[config.mk]
export PLATFORM = sky130hd
export DESIGN_NAME = rr_task_cluster
export DESIGN_NICKNAME = d
export VERILOG_FILES = /design/src/rtl/rr_task_cluster.sv
export SDC_FILE = /design/constraint.sdc
export NUM_CORES = 1
export LEC_CHECK = 0
export ABC_CLOCK_PERIOD_IN_PS = 4900
export CORE_UTILIZATION = 63
export CTS_CLUSTER_SIZE = 24
export DETAILED_ROUTE_END_ITERATION = 8
export PLACE_DENSITY_LB_ADDON = 0.3
export RECOVER_POWER = 100
export SKIP_CTS_REPAIR_TIMING = 1
export SYNTH_ARGS = -nofsm -noshare
export SYNTH_HDL_FRONTEND = slang
export SYNTH_SLANG_ARGS = --single-unit
[constraint.sdc]
create_clock -name clk -period 4.9 [get_ports clk]
set_input_delay 0.98 -clock clk [delete_from_list [all_inputs] [get_ports clk]]
set_output_delay 0.98 -clock clk [all_outputs]
set_load 0.01 [all_outputs]
[src/rtl/rr_task_cluster.sv]
// Cluster of NUM_INST countdown worker slots fed by a round-robin dispatcher.
// A round-robin completion arbiter holds its grant stable under downstream backpressure.
module rr_task_cluster #(
    parameter int  NUM_INST = 5,
    parameter int  CNT_W    = 8,
    localparam int ID_W     = $clog2(NUM_INST)
) (
    input  logic                clk,
    input  logic                rst_n,
    input  logic                in_valid,
    output logic                in_ready,
    input  logic [CNT_W-1:0]    in_len,
    output logic                out_valid,
    input  logic                out_ready,
    output logic [ID_W-1:0]     out_id,
    output logic [NUM_INST-1:0] busy_mask,
    output logic                idle
);

    typedef enum logic [1:0] {
        S_IDLE = 2'd0,
        S_RUN  = 2'd1,
        S_DONE = 2'd2
    } slot_state_t;

    // Index base+off modulo NUM_INST; base is always below NUM_INST and off never exceeds it.
    function automatic logic [ID_W-1:0] wrap_idx(input logic [ID_W-1:0] base, input int off);
        int s;
        s = int'(base) + off;
        s = (s >= NUM_INST) ? (s - NUM_INST) : s;
        return ID_W'(s);
    endfunction

    logic [NUM_INST-1:0] w_idle_vec;
    logic [NUM_INST-1:0] w_done_vec;
    logic [NUM_INST-1:0] w_load;
    logic [NUM_INST-1:0] w_release;
    logic                w_accept;
    logic                w_complete;
    logic [ID_W-1:0]     w_disp_sel;
    logic [ID_W-1:0]     w_cpl_sel;
    logic [CNT_W-1:0]    w_len_eff;

    logic [ID_W-1:0]     r_disp_ptr;
    logic [ID_W-1:0]     r_cpl_ptr;
    logic                r_lock;
    logic [ID_W-1:0]     r_lock_id;

    assign w_len_eff  = (in_len == {CNT_W{1'b0}}) ? CNT_W'(1) : in_len;
    assign in_ready   = |w_idle_vec;
    assign w_accept   = in_valid && in_ready;
    assign out_valid  = |w_done_vec;
    assign out_id     = r_lock ? r_lock_id : w_cpl_sel;
    assign w_complete = out_valid && out_ready;
    assign busy_mask  = ~w_idle_vec;
    assign idle       = (busy_mask == {NUM_INST{1'b0}});

    for (genvar gi = 0; gi < NUM_INST; gi++) begin : g_slot
        slot_state_t      r_state;
        slot_state_t      w_state_nxt;
        logic [CNT_W-1:0] r_cnt;
        logic [CNT_W-1:0] w_cnt_nxt;

        // Slot state and countdown register.
        always_ff @(posedge clk or negedge rst_n) begin
            if (!rst_n) begin
                r_state <= S_IDLE;
                r_cnt   <= {CNT_W{1'b0}};
            end else begin
                r_state <= w_state_nxt;
                r_cnt   <= w_cnt_nxt;
            end
        end

        // Slot next-state: load on dispatch, count down in RUN, wait for release in DONE.
        always_comb begin
            w_state_nxt = r_state;
            w_cnt_nxt   = r_cnt;
            case (r_state)
                S_IDLE: begin
                    if (w_load[gi]) begin
                        w_state_nxt = S_RUN;
                        w_cnt_nxt   = w_len_eff;
                    end else begin
                        w_state_nxt = S_IDLE;
                    end
                end
                S_RUN: begin
                    if (r_cnt <= CNT_W'(1)) begin
                        w_state_nxt = S_DONE;
                        w_cnt_nxt   = {CNT_W{1'b0}};
                    end else begin
                        w_cnt_nxt   = r_cnt - CNT_W'(1);
                    end
                end
                S_DONE: begin
                    if (w_release[gi]) begin
                        w_state_nxt = S_IDLE;
                    end else begin
                        w_state_nxt = S_DONE;
                    end
                end
                default: begin
                    w_state_nxt = S_IDLE;
                    w_cnt_nxt   = {CNT_W{1'b0}};
                end
            endcase
        end

        assign w_idle_vec[gi] = (r_state == S_IDLE);
        assign w_done_vec[gi] = (r_state == S_DONE);
        assign w_load[gi]     = w_accept && (w_disp_sel == ID_W'(gi));
        assign w_release[gi]  = w_complete && (out_id == ID_W'(gi));
    end

    // Dispatch pick: scanning downward lets the candidate nearest the pointer win.
    always_comb begin
        w_disp_sel = r_disp_ptr;
        for (int k = NUM_INST - 1; k >= 0; k--) begin
            if (w_idle_vec[wrap_idx(r_disp_ptr, k)]) begin
                w_disp_sel = wrap_idx(r_disp_ptr, k);
            end else begin
                w_disp_sel = w_disp_sel;
            end
        end
    end

    // Completion pick, same rotating-priority scan over DONE slots.
    always_comb begin
        w_cpl_sel = {ID_W{1'b0}};
        for (int k = NUM_INST - 1; k >= 0; k--) begin
            if (w_done_vec[wrap_idx(r_cpl_ptr, k)]) begin
                w_cpl_sel = wrap_idx(r_cpl_ptr, k);
            end else begin
                w_cpl_sel = w_cpl_sel;
            end
        end
    end

    // Round-robin pointers and the completion grant lock.
    always_ff @(posedge clk or negedge rst_n) begin
        if (!rst_n) begin
            r_disp_ptr <= {ID_W{1'b0}};
            r_cpl_ptr  <= {ID_W{1'b0}};
            r_lock     <= 1'b0;
            r_lock_id  <= {ID_W{1'b0}};
        end else begin
            if (w_accept) begin
                r_disp_ptr <= wrap_idx(w_disp_sel, 1);
            end else begin
                r_disp_ptr <= r_disp_ptr;
            end
            if (w_complete) begin
                r_lock    <= 1'b0;
                r_cpl_ptr <= wrap_idx(out_id, 1);
            end else if (out_valid) begin
                r_lock    <= 1'b1;
                r_lock_id <= out_id;
            end else begin
                r_lock    <= 1'b0;
            end
        end
    end

endmodule

==> run_results.csv <==
group,metric,value,unit
floorplanning,die-area,10200,sq um
worst_setup_path,crit_path_max_fanout,6,
worst_setup_path,r2r_end,"r_disp_ptr[1]$_DFFE_PN0P_",
worst_setup_path,crit_arrival,3.73,ns
final_layout,synthToLayoutAreaGrowth,8.51,%
yosys,avgSynthCellArea,7.91,sq um
worst_setup_path,worstReg2RegStart,"r_disp_ptr[1]$_DFFE_PN0P_",
global_route,grt_max_degree,61,
clock_tree,clock-root-buffer,"clkbuf_8",
clock_tree,htreeDepth,3,
job,drv_cap,1,
placement,dp.cells,913,
sta,setup_viol,0,
yosys,syn-cell-area,6170,sq um
yosys,synth_cell_types,89,
clock_tree,cts_tree,"done",
yosys,dominantRegCellSynth,"dfrtp_1",
sta,rsz0062_at_grt,"no",
min_path,min_to,"r_lock_id[0]$_DFFE_PN0P_",
placement,numPortBuffers,22,
sta,skew,0.0101,ns
final_layout,fin_cells,928,
sta,worstMarginPinSlew,3.36,ns
sta,max_slew_margin,-1.24,
global_route,grt_pass1_wl,28.5,mm
yosys,synth_cells,780,
outcome,violations,"capacitance limit, slew limit",
final_layout,fill_cells,782,
global_route,grt_usage,0.353,
placement,gp_congestion,1.05,
yosys,synth-edff-count,0,
sta,finalCriticalPeriod,4.71,ns
sta,slew_viol_final,61,
route,viasPerCell,6.84,
clock_tree,clk_pin_slew,0.07,ns
global_route,grt_overflow,0,
clock_tree,numCtsBuffers,9,
clock_tree,cts_sinks,60,
placement,dp_hpwl,12.6,mm
floorplanning,rows,35,
final_layout,fin_util,0.715,
route,drcViolationCount,0,
outcome,outcome,"complete, but fails checks",
final_layout,drive_above_1_share,0.0801,
floorplanning,core_area,9370,sq um
min_path,hold_class,"reg -> reg",
final_layout,final_nets,847,
floorplanning,fp.dieH,101,microns
sta,final-hold-violation-count,0,
worst_setup_path,ff2ff_setup_slack,0.34,ns
sta,setup_tns,0,ns
route,wl_per_cell,18.6,microns
route,drt-pass1-iter-count,5,
floorplanning,start_util,0.659,
route,antenna_left,0,
yosys,synthArstFlopShare,1.00,
worst_setup_path,r2r_cells,18,
route,wl,17.3,mm
yosys,syn-num-nets,832,
worst_setup_path,end_kind,"output port",
worst_setup_path,path_class,"reg -> out",
global_route,antenna_found_initial,0,
global_route,grt_pass1_vias,5929,
yosys,ys_seq_elements,60,
route,num_vias,6346,
worst_setup_path,start_kind,"register",
clock_tree,cts_buffer_depth,2,
route,first_iter_violations,633,
floorplanning,die_w,101,microns
min_path,hold_depth,1,
final_layout,insertedDiodeCount,0,
sta,max_clock_freq,212,MHz
yosys,yosysWarnings,0,
sta,hold_ws,0.511,ns
min_path,hp-start,"r_lock_id[0]$_DFFE_PN0P_",
yosys,yosysSeqAreaShare,0.243,
clock_tree,insertion_delay,0.34,ns
floorplanning,io_pins,23,
worst_setup_path,crit_required,3.92,ns
sta,finalCritPeriodShare,0.962,
-- stage by stage --
step | worst slack [ns] | instance area (sq um)
floorplan | 0.470 | 6170
global placement | 0.235 | 6510
detailed placement | 0.0393 | 6510
CTS | -0.0596 | 6690
global route | 0.00273 | 6700
finish | 0.188 | 6700
-- cells in the mapped netlist, types with 4 or more instances --
master	n	area share
dfrtp_1	60	0.24
nand2_1	59	0.036
inv_1	57	0.035
nor2_1	55	0.033
a21oi_1	45	0.036
o21ai_0	41	0.033
ha_1	38	0.077
nor3_1	34	0.028
nand2b_1	26	0.026
nor2b_1	19	0.019
o22ai_1	19	0.019
xnor2_1	17	0.024
mux2i_1	15	0.024
clkbuf_1	14	0.0085
nand3_1	14	0.011
a22o_1	13	0.018
buf_2	13	0.011
o211ai_1	12	0.015
nand3b_1	10	0.012
or3_1	10	0.010
a21o_1	9	0.011
nor3b_1	9	0.011
nor4_1	9	0.0091
a221oi_1	8	0.011
a22oi_1	8	0.0097
a31oi_1	8	0.0081
a222oi_1	7	0.011
and2_1	7	0.0071
o31ai_1	7	0.0085
o32ai_1	7	0.0099
o21a_1	6	0.0073
o21bai_1	6	0.0073
o2bb2ai_1	6	0.0085
a211oi_1	5	0.0061
a32oi_1	5	0.0071
and3_1	5	0.0051
xor2_1	5	0.0071
a21boi_0	4	0.0049
and3b_1	4	0.0057
nand4_1	4	0.0041
o2111a_1	4	0.0073
or2_2	4	0.0041
-- how the worst max path moves through the flow --
stage                                          from                        end  slack (ns)  cells past startpoint
final                      r_cpl_ptr[2]$_DFFE_PN0P_                  out_id[1]        0.19                     11
after global routing       r_cpl_ptr[2]$_DFFE_PN0P_                  out_id[1]       0.003                     11
after CTS                  r_cpl_ptr[0]$_DFFE_PN0P_                  out_id[0]       -0.06                     12
after detailed placement  r_disp_ptr[2]$_DFFE_PN0P_  r_disp_ptr[1]$_DFFE_PN0P_        0.04                     17
after global placement    r_disp_ptr[2]$_DFFE_PN0P_  r_disp_ptr[1]$_DFFE_PN0P_        0.23                     17
after floorplan            r_cpl_ptr[0]$_DFFE_PN0P_   r_cpl_ptr[1]$_DFFE_PN0P_        0.47                     19
-- flip-flops by register name (all words and copies together) (netlist names) --
register,cells
r_lock_id,3
g_slot.r_state,10
r_cpl_ptr,3
g_slot.r_cnt,40
r_disp_ptr,3
r_lock,1
-- routing by layer --
metal  part of all wire  GRT usage  vias up
li1                   -          -     2949
met1               0.41      0.470     2997
met2               0.47      0.587      340
met3              0.083     0.0458       60
met4              0.032      0.127        0
met5                  0          0        -
-- placed cells by master, fill, tap and decap left out, types with 7 or more instances in the layout --
cell,instances
a22o_1,13
a31oi_1,8
nor2b_1,19
nand3_1,14
dlygate4sd3_1,8
a21oi_1,43
a222oi_1,7
buf_4,13
a21o_1,9
clkdlybuf4s50_1,13
nor4_1,9
or3_1,10
dfrtp_1,57
nand2_1,59
nor3_1,35
o31ai_1,8
mux2i_1,15
clkbuf_8,11
o211ai_1,12
ha_1,35
inv_1,54
xnor2_1,17
nand3b_1,10
a221oi_1,8
o22ai_1,19
nand2b_1,26
nor3b_1,10
nor2_1,54
o21ai_0,42
a22oi_1,8
-- cells by family after synthesis --
logic type | after synthesis | share of synthesized area
AOI/OAI and AO/OA | 262 | 0.306
DFF | 60 | 0.243
muxes | 16 | 0.0261
and+or+nand+nor | 285 | 0.246
adders and majority gates | 40 | 0.0835
xor gates and xnor gates | 23 | 0.0338
buffers and inverters | 94 | 0.0618
-- area by class of cell --
cell class                 instances  area, sq um  area share
multi-input combinational        626         4300       0.643
timing repair buffer              37          320      0.0478
sequential                        60         1510       0.225
tap                              129          161      0.0241
clock inverter                     4         25.0     0.00374
clock buffer                      11          151      0.0226
inverter                          61          231      0.0346
-- critical path, stage by stage (launching register included) --
cell             delay (ns)
dfrtp_1                0.49
inv_1                  0.15
ha_1                   0.44
a21o_1                 0.23
mux2i_1                0.36
mux2i_1                0.28
o21a_1                 0.19
a32oi_1                0.10
a221o_1                0.36
nand2_1                0.19
inv_1                  0.11
clkdlybuf4s50_1        0.49
Power is left out: the tool's default activity adds up to more than one toggle a clock period on the data nets, which glitch-free logic cannot reach.
